`src/rtl/blake2s_block_sched.sv`:
```
`default_nettype none
// ============================================================================
// Module   : blake2s_block_sched
// Brief    : Packs a byte stream into 64-byte blocks and replays each block
//            into the BLAKE2s core load port with flags, padding and count.
// Revision : 1.0 - initial release
// ============================================================================
module blake2s_block_sched #(
    parameter int BB  = 64,
    parameter int LLW = 64
) (
    input  logic                  clk,
    input  logic                  nreset,
    input  logic                  start_i,
    input  logic [7:0]            nn_i,
    input  logic                  empty_i,
    output logic                  busy_o,
    input  logic                  s_valid_i,
    output logic                  s_ready_o,
    input  logic [7:0]            s_data_i,
    input  logic                  s_last_i,
    input  logic                  core_ready_i,
    input  logic                  finished_i,
    output logic [7:0]            kk_o,
    output logic [7:0]            nn_o,
    output logic [LLW-1:0]        ll_o,
    output logic                  block_first_o,
    output logic                  block_last_o,
    output logic                  data_v_o,
    output logic [$clog2(BB)-1:0] data_idx_o,
    output logic [7:0]            data_o,
    output logic                  done_o
);

    localparam int            IW         = $clog2(BB);
    localparam logic [IW-1:0] c_IDX_LAST = IW'(BB - 1);
    localparam logic [IW:0]   c_CNT_LAST = (IW + 1)'(BB - 1);

    typedef enum logic [2:0] {
        S_IDLE      = 3'd0,
        S_FILL      = 3'd1,
        S_ARB       = 3'd2,
        S_STREAM    = 3'd3,
        S_WAIT_DONE = 3'd4
    } state_t;

    state_t         r_state;
    state_t         w_state_nxt;
    logic [7:0]     r_buf [BB];
    logic [IW:0]    r_cnt;
    logic [IW-1:0]  r_idx;
    logic [LLW-1:0] r_ll;
    logic           r_first;
    logic           r_last;
    logic [7:0]     r_nn;
    logic [LLW-1:0] r_ll_o;
    logic           r_blk_first;
    logic           r_blk_last;
    logic           r_data_v;
    logic [7:0]     r_data;
    logic           r_done;

    logic           w_hs;
    logic           w_fill_end;
    logic [IW-1:0]  w_idx_nxt;
    logic [IW-1:0]  w_rd_idx;
    logic [7:0]     w_rd_data;

    assign w_hs       = (r_state == S_FILL) & s_valid_i;
    assign w_fill_end = w_hs & (s_last_i | (r_cnt == c_CNT_LAST));
    assign w_idx_nxt  = r_idx + 1'b1;
    // The byte presented on the next cycle: index 0 when leaving ARB, else idx+1
    assign w_rd_idx   = (r_state == S_ARB) ? '0 : w_idx_nxt;
    assign w_rd_data  = ({1'b0, w_rd_idx} < r_cnt) ? r_buf[w_rd_idx] : 8'h00;

    always_comb begin
        w_state_nxt = r_state;
        case (r_state)
            S_IDLE:      if (start_i) w_state_nxt = empty_i ? S_ARB : S_FILL;
            S_FILL:      if (w_fill_end) w_state_nxt = S_ARB;
            S_ARB:       if (core_ready_i) w_state_nxt = S_STREAM;
            S_STREAM:    if (r_idx == c_IDX_LAST) w_state_nxt = r_last ? S_WAIT_DONE : S_FILL;
            S_WAIT_DONE: if (finished_i) w_state_nxt = S_IDLE;
            default:     w_state_nxt = S_IDLE;
        endcase
    end

    always_ff @(posedge clk) begin
        if (nreset) r_state <= S_IDLE;
        else        r_state <= w_state_nxt;
    end

    always_ff @(posedge clk) begin
        if (!nreset && w_hs) r_buf[r_cnt[IW-1:0]] <= s_data_i;
    end

    always_ff @(posedge clk) begin
        if (nreset) begin
            r_cnt       <= '0;
            r_idx       <= '0;
            r_ll        <= '0;
            r_first     <= 1'b0;
            r_last      <= 1'b0;
            r_nn        <= 8'h00;
            r_ll_o      <= '0;
            r_blk_first <= 1'b0;
            r_blk_last  <= 1'b0;
            r_data_v    <= 1'b0;
            r_data      <= 8'h00;
            r_done      <= 1'b0;
        end else begin
            r_done <= (r_state == S_WAIT_DONE) & finished_i;
            case (r_state)
                S_IDLE: begin
                    if (start_i) begin
                        r_nn    <= nn_i;
                        r_ll    <= '0;
                        r_cnt   <= '0;
                        r_first <= 1'b1;
                        r_last  <= empty_i;
                    end
                end
                S_FILL: begin
                    if (w_hs) begin
                        r_cnt <= r_cnt + 1'b1;
                        r_ll  <= r_ll + LLW'(1);
                    end
                    if (w_fill_end) r_last <= s_last_i;
                end
                S_ARB: begin
                    if (core_ready_i) begin
                        r_idx       <= '0;
                        r_data_v    <= 1'b1;
                        r_data      <= w_rd_data;
                        r_blk_first <= r_first;
                        r_blk_last  <= r_last;
                        r_ll_o      <= r_ll;
                    end
                end
                S_STREAM: begin
                    if (r_idx == c_IDX_LAST) begin
                        r_idx       <= '0;
                        r_cnt       <= '0;
                        r_first     <= 1'b0;
                        r_data_v    <= 1'b0;
                        r_data      <= 8'h00;
                        r_blk_first <= 1'b0;
                        r_blk_last  <= 1'b0;
                    end else begin
                        r_idx  <= w_idx_nxt;
                        r_data <= w_rd_data;
                    end
                end
                default: ;
            endcase
        end
    end

    assign busy_o        = (r_state != S_IDLE);
    assign s_ready_o     = (r_state == S_FILL);
    assign kk_o          = 8'h00;
    assign nn_o          = r_nn;
    assign ll_o          = r_ll_o;
    assign block_first_o = r_blk_first;
    assign block_last_o  = r_blk_last;
    assign data_v_o      = r_data_v;
    assign data_idx_o    = r_idx;
    assign data_o        = r_data;
    assign done_o        = r_done;

endmodule
`default_nettype wire

```
`config.mk`:
```
export PLATFORM = sky130hd
export DESIGN_NAME = blake2s_block_sched
export DESIGN_NICKNAME = d
export VERILOG_FILES = /design/src/rtl/blake2s_block_sched.sv
export SDC_FILE = /design/constraint.sdc
export NUM_CORES = 1
export LEC_CHECK = 0
export ABC_AREA = 1
export BUFFER_PORTS_ARGS = -buffer_cell sky130_fd_sc_hd__buf_2
export CORE_MARGIN = 1.5
export CORE_UTILIZATION = 60
export CTS_CLUSTER_DIAMETER = 150
export DETAILED_ROUTE_END_ITERATION = 8
export GPL_ROUTABILITY_DRIVEN = 0
export PLACE_DENSITY = 0.78
export SLEW_MARGIN = 0
export SYNTH_ARGS = -nofsm -noshare
export SYNTH_HDL_FRONTEND = slang
export SYNTH_SLANG_ARGS = --single-unit
```
`constraint.sdc`:
```
create_clock -name clk -period 3.17 [get_ports clk]
set_input_delay 0.317 -clock clk [delete_from_list [all_inputs] [get_ports clk]]
set_output_delay 0.317 -clock clk [all_outputs]
set_load 0.005 [all_outputs]
```
==> metrics, run 1 <==
cell area after layout=32600 um2; MaxCap Viol Count=0; fraction of registers with async set or reset after synthesis=0%; synthesized instance count=approximately 2900; delay of the slowest cell on the worst path=about 0.63 ns; most used cell, CP=sky130_fd_sc_hd__nor2_1; clock tree skew after final layout=between 0.03 and 0.04 ns; total power consumption of the routed design=22.9 mW; shortest clock period the worst path allows after layout=2.95 ns; clock network fraction of total power=about a third; DRC violations left=0; combinational cell fraction of total power=21.2%; largest fanout on the critical path=8; Startpoint Class=flip-flop; Detail Placement HPWL=50500 um; Synthesis Warnings=0; proportion of layout cells with a drive suffix above 1=between 10% and 20%; drt first-iter violations=3341; sum of negative setup slack=0 ns; total wire length=79700 um; horizontal extent of the die=222 um; capturing element type of the critical path=flip-flop; share of Yosys cell area claimed by the top area cell type=a little over half; highest achievable clock rate=around 340 MHz; outcome=finished, final reports clean; H-tree levels=3; count of filler cells inserted in the layout=around 3400; cell types occupying the most area after synthesis=sky130_fd_sc_hd__edfxtp_1 (54%), sky130_fd_sc_hd__dfxtp_1 (12%), sky130_fd_sc_hd__nand3_1 (11%); most numerous cell types in the synthesized netlist=sky130_fd_sc_hd__nand3_1 (606), sky130_fd_sc_hd__nand2_1 (569), sky130_fd_sc_hd__edfxtp_1 (512), sky130_fd_sc_hd__nor2_1 (239), sky130_fd_sc_hd__a21oi_1 (179); Critical Path Start=r_state[1]$_SDFFE_PP0P_; hold slack=0.0802 ns; crit path DAT=~3.3 ns; Final Net Count=~3100; cell with the largest stage delay on the worst path=sky130_fd_sc_hd__nand3_1; slew at the pin closest to its max-slew limit=1.07 ns; net switching component of the power=between 6 and 7 mW; source of the worst register-to-register timing path=r_state[1]$_SDFFE_PP0P_; post-DR vias/cell=approximately 6.2; global-route usage over all layers=32.1%; final hold violation count=0; class of the most critical setup path=flip-flop to flip-flop; clock buffer count from CTS=69; final standard cell utilization of the core=between 60% and 70%; leading cell type by number of instances after synthesis=sky130_fd_sc_hd__nand3_1; unique cell type count in the Yosys netlist=42; FP Rows=79; Area after DPL=30300 um2; via count of the first global-routing pass=21500; post-detailed-route count of antenna-violating nets=0; TritonCTS clock tree=built; synthesized cell area=28700 um2; synthesized area per cell=9.98 um2; beginning of the worst hold path=empty_i; DP Worst Slack=0.410 ns; required time worst endpoint=3.48 ns; Initial Util=between 60% and 70%; # clock sinks=roughly 680; total number of vias=approximately 23000; global-route wire length before repair=122000 um; Pre-antenna DRT Iters=8; die footprint=49100 um2; PwrDens=701 nW/um2; worst-case vdd ir drop=0.482 mV; leading register cell type out of synthesis=sky130_fd_sc_hd__edfxtp_1; number of enable-type register cells in the synthesized netlist=512; die height=between 200 and 250 um; setup slack after layout=0.224 ns; area delta synth->final=13.8%; cells traversed along the worst timing path=inv_2 -> nand2_2 -> nor2_2 -> nand2_2 -> nor2_1 -> inv_1 -> nor2_1 -> nand3_1 -> nor2_1 -> buf_4; share of the clock period used by the worst path=92.9%; final std cells w/o fill=between 3000 and 4000; Placeable Area=46900 um2; Max transition margin=28.3%; pin count of the biggest net entering global routing=220; count of buffers inserted at the top-level ports=115; antenna violations before repair=0; Worst Hold Class=input pin to flip-flop; GRT overflow=0; number of top-level pins=124; Placed Cells=3554; count of final max-slew check failures=0; post-CTS clock slew at the launch and capture registers of the worst setup and hold paths=0.06 ns; synthesized flop and latch total=678; share of the yosys chip area belonging to registers=approximately two thirds; leakage power figure=12.1 nW; RSZ-0062 raised after global routing=no; final routed wire length divided by cell count=21.6 um; buffer levels on the longest clock path=3; cell-internal power=15.9 mW; root buffer cell=sky130_fd_sc_hd__clkbuf_16; sequential power share=between 40 and 50%; final setup violating endpoints=0; biggest area consumer among synthesized cells=sky130_fd_sc_hd__edfxtp_1; switching share of power=30.6%; clock latency reported for the late side of the worst-skew pair=0.63 ns
==> registers in the layout, summed over array words and instances (netlist names), 3 cells and up <==
register and count:
ll_o 64, r_ll 64, r_state 3, data_idx_o 6, r_buf 512, r_cnt 7, data_o 8, nn_o 8
==> power by group through the flow <==
stage / sequential [mW] / combinational [mW] / clock [mW]
after floorplan: 10.1 / 3.03 / 0
after global placement: 10.1 / 4.59 / 0
after detailed placement: 10.1 / 4.68 / 0
after CTS: 9.96 / 4.75 / 8.12
after global routing: 9.99 / 5.25 / 8.46
final: 9.97 / 4.86 / 8.06
==> final cells by class <==
class	count	area, um2	area share [%]
diodes	2	5.00	0.0153
clock buffers	88	1880	5.76
clock inverters	37	362	1.11
inverters	193	729	2.24
multi-input cells	1846	8550	26.2
flip-flops and latches	678	18700	57.3
well taps	607	759	2.33
repair buffers	239	1640	5.03
==> layout by cell type (no fill, tap or decap), drive strengths merged <==
master,instances
dlygate4sd3,9
conb,8
buf,230
a221oi,1
o21ai,98
nand4,31
nor4,12
clkinv,26
o2111ai,1
o221ai,1
clkinvlp,3
a21oi,180
dfxtp,166
nand2,577
o21bai,1
nor2,250
edfxtp,512
o211ai,1
inv,195
bufinv,6
and3,1
clkbuf,88
nand3b,8
nand3,607
ha,7
or2,1
diode,2
a22oi,1
nor3,40
a211oi,6
o21a,9
nor3b,1
a2bb2oi,1
a31oi,3
==> routing by layer <==
metal	vias up	routed length, um	GRT usage [%]
met1	10879	30700	44.4
met4	0	2500	11.3
li1	10273	-	-
met5	-	0	0
met2	1545	36700	50.4
met3	236	9860	7.24
==> repair_timing <==
item                      4_1_cts  5_1_grt
gates resized for setup         0        0
hold endpoints to repair       10        0
setup buffers                   0        0
hold buffers                    9        0
==> worst max-delay path, delay by kind of cell (launching register included) <==
family | cells | cell delay, ns
buffers and inverters | 3 | 0.44
flip-flops | 1 | 0.38
AND/OR/NAND/NOR | 7 | 1.78
==> final timing paths <==
kind,cells past startpoint,slack [ns],endpoint
worst max register to register,10,0.22,r_buf[13][5]$_DFFE_PP_
worst min-delay path,3,0.08,r_state[1]$_SDFFE_PP0P_
worst max-delay path,10,0.22,r_buf[13][5]$_DFFE_PP_
worst min register to register,2,0.46,nn_o[5]$_SDFFE_PP0P_
==> logic make-up (layout without fill, tap and decap cells) <==
group                    count (synthesis)  in the layout  synth area share (%)
buffers and inverters                  355            557                  5.11
other                                    1             10                0.0131
AND/OR/NAND/NOR                       1528           1528                  23.8
flip-flops                             678            678                  65.2
AO/OA/AOI/OAI                          303            303                  5.55
adder cells (fa/ha/maj)                  7              7                 0.306
Note: power is estimated with default switching activity, not from simulation.
==> run 2, diff against run 1 <==
--- a/config.mk
+++ b/config.mk
@@ -11,7 +11,7 @@
 export CORE_UTILIZATION = 60
 export CTS_CLUSTER_DIAMETER = 150
 export DETAILED_ROUTE_END_ITERATION = 8
-export GPL_ROUTABILITY_DRIVEN = 0
+export GPL_ROUTABILITY_DRIVEN = 1
 export PLACE_DENSITY = 0.78
 export SLEW_MARGIN = 0
 export SYNTH_ARGS = -nofsm -noshare
==> constraint.sdc (replaced) <==
create_clock -name clk -period 2.8 [get_ports clk]
set_input_delay 0.28 -clock clk [delete_from_list [all_inputs] [get_ports clk]]
set_output_delay 0.28 -clock clk [all_outputs]
set_load 0.05 [all_outputs]
==> run 2 against run 1 <==
Compared with the run above:
- combinational power grew 32%
- clock skew shrank 0.015 ns
- non-clock buffer count grew 1
- global-route usage grew 0.46 points
- clock power grew 15%
- design area grew 0.36%
- sequential share of layout area shrank 0.21 points
- worst setup slack lost 0.059 ns
- final cell count shrank 0.14%
==> metrics, run 2 (same netlist as run 1, synthesis figures left out) <==
weighted congestion reported at the end of routability-driven placement=roughly 1.0; worst-case vdd ir drop=0.737 mV (+53%); slew at the pin closest to its max-slew limit=0.921 ns (-0.154 ns); final hold violation count=0 (unchanged); die footprint=49100 um2 (unchanged); Critical Path Start=data_idx_o[0]$_SDFFE_PP0P_; count of filler cells inserted in the layout=3421 (+2.0%); final setup violating endpoints=0 (unchanged); Final Net Count=3060 (+0.065%); final routed wire length divided by cell count=21.7 um (+0.67%); Placeable Area=46900 um2 (unchanged); highest achievable clock rate=380 MHz (+12%); post-CTS clock slew at the launch and capture registers of the worst setup and hold paths=0.06 ns (about the same); GRT overflow=0 (unchanged); global-route usage over all layers=32.6% (+0.46 points); total number of vias=22560 (-1.6%); clock latency reported for the late side of the worst-skew pair=0.61 ns (-0.02 ns); outcome=finished, final reports clean; largest fanout on the critical path=57 (+49); antenna violations before repair=2 (+2); count of final max-slew check failures=0 (unchanged); drt first-iter violations=2985 (-11%); area delta synth->final=14.2%; final std cells w/o fill=3685 (-0.14%); source of the worst register-to-register timing path=data_idx_o[0]$_SDFFE_PP0P_; worst hold path cell count=1 (-2); beginning of the worst hold path=s_data_i[2]; Max transition margin=38.6% (+10 points); Antenna Cells=0 (-2); # clock sinks=678 (unchanged); sum of negative setup slack=0 ns (unchanged); share of the clock period used by the worst path=94.1% (+1.2 points); clock buffer count from CTS=70 (+1.4%); Startpoint Class=flip-flop; horizontal extent of the die=222 um (unchanged); via count of the first global-routing pass=20994 (-2.4%); global-route wire length before repair=122000 um (+0.54%); Worst Hold Class=input pin to flip-flop; r2r worst-path depth=12 (+2); pin count of the biggest net entering global routing=123 (-44%); top library cells by usage in the layout, fill and taps aside=sky130_fd_sc_hd__nand3_1 (606), sky130_fd_sc_hd__nand2_1 (569), sky130_fd_sc_hd__edfxtp_1 (512); post-DR vias/cell=6.12 (-1.5%); Detail Placement HPWL=51000 um (+1.0%); DP Worst Slack=0.122 ns (-0.288 ns); TritonCTS clock tree=built; H-tree levels=3 (unchanged); most common library cell in the layout ignoring fill and taps=sky130_fd_sc_hd__nand3_1; final standard cell utilization of the core=69.9% (+0.25 points); proportion of layout cells with a drive suffix above 1=12.2% (about the same); class of the most critical setup path=flip-flop to flip-flop; clock tree skew after final layout=0.0215 ns (-0.0151 ns); FP Rows=79 (unchanged); post-detailed-route count of antenna-violating nets=0 (unchanged); crit path DAT=3.17 ns (-0.08 ns); capturing element type of the critical path=flip-flop; buffer levels on the longest clock path=3 (unchanged); Placed Cells=3554 (unchanged); required time worst endpoint=3.33 ns (-0.15 ns); PwrDens=824 nW/um2 (+17%); DRC violations left=0 (unchanged); root buffer cell=sky130_fd_sc_hd__clkbuf_16; shortest clock period the worst path allows after layout=2.64 ns (-0.311 ns); leakage power figure=12.1 nW (+0.49%); Initial Util=61.2% (unchanged); number of top-level pins=124 (unchanged); Pre-antenna DRT Iters=6 (-2); RSZ-0062 raised after global routing=no; total wire length=80100 um (+0.54%); die height=222 um (unchanged); setup slack after layout=0.165 ns (-0.0585 ns); count of buffers inserted at the top-level ports=115 (unchanged); MaxCap Viol Count=0 (unchanged); number of flip-flops in the largest register=512 (unchanged)
run 2: changes by cell type in the layout (fill, tap and decap cells not counted), sizes merged:
cell and change:
inv -4, dlygate4sd3 +1, clkinv +1, bufinv +2, diode -2, clkinvlp -3
run 2: per-layer routing:
| metal | GRT usage (%) | wire length (um) | up-vias |
|---|---|---|---|
| met1 | 46.6 | 32100 | 10727 |
| met3 | 8.15 | 9700 | 187 |
| met4 | 10.8 | 2270 | 4 |
| met2 | 49.1 | 36100 | 1373 |
| met5 | 0 | 30 | - |
| li1 | - | - | 10269 |
run 2: metrics by stage:
| stage | hold slack [ns] | power (mW) | instance area, um2 |
|---|---|---|---|
| 6_report | 0.0633 | 27.0 | 32700 |
| 2_1_floorplan | 0.379 | 15.8 | 28700 |
| 5_1_grt | 0.0672 | 28.0 | 32700 |
| 3_3_place_gp | 0.448 | 17.6 | 30400 |
| 4_1_cts | 0.0348 | 27.0 | 32700 |
| 3_5_place_dp | 0.460 | 17.7 | 30400 |
run 2: repair_timing:
item | 4_1_cts | 5_1_grt
endpoints found under the setup margin | 0 | 16
hold endpoints to repair | 11 | 0
resized for setup | 0 | 2
hold buffers | 10 | 0
setup buffers | 0 | 0
run 2: worst paths after layout:
check | endpoint | slack, ns
max | data_o[5]$_SDFFE_PP0P_ | 0.16
min | r_buf[7][2]$_DFFE_PP_ | 0.06
max reg2reg | data_o[5]$_SDFFE_PP0P_ | 0.16
min reg2reg | block_first_o$_SDFFE_PP0P_ | 0.46
run 2: final cells by class:
class,instances,area [um2],share of cell area (%)
sequential,678,18700,57.1
multi-input combinational,1846,8560,26.1
clock buffer,88,1900,5.81
timing repair buffer,240,1740,5.31
tap,607,759,2.32
inverter,193,729,2.23
clock inverter,33,358,1.09
run 2: where the power goes:
group	internal, mW	total [mW]	leakage (nW)	switching, mW
combinational	1.66	6.40	5.06	4.74
clock	5.53	9.29	1.13	3.76
sequential	11.1	11.3	5.95	0.189
total	18.3	27.0	12.1	8.68
run 2: worst max-delay path, cell delays in order, from the launching register on:
cell                      delay (ns)
sky130_fd_sc_hd__dfxtp_1        0.33
sky130_fd_sc_hd__buf_4          0.43
sky130_fd_sc_hd__inv_6          0.10
sky130_fd_sc_hd__nand2_8        0.29
sky130_fd_sc_hd__buf_12         0.28
sky130_fd_sc_hd__nand2_1        0.10
sky130_fd_sc_hd__nand3_1        0.08
sky130_fd_sc_hd__nand3_1        0.13
sky130_fd_sc_hd__nand3_1        0.20
sky130_fd_sc_hd__nand3_1        0.18
sky130_fd_sc_hd__nand3_1        0.14
sky130_fd_sc_hd__nand3_1        0.09
sky130_fd_sc_hd__a21oi_1        0.15
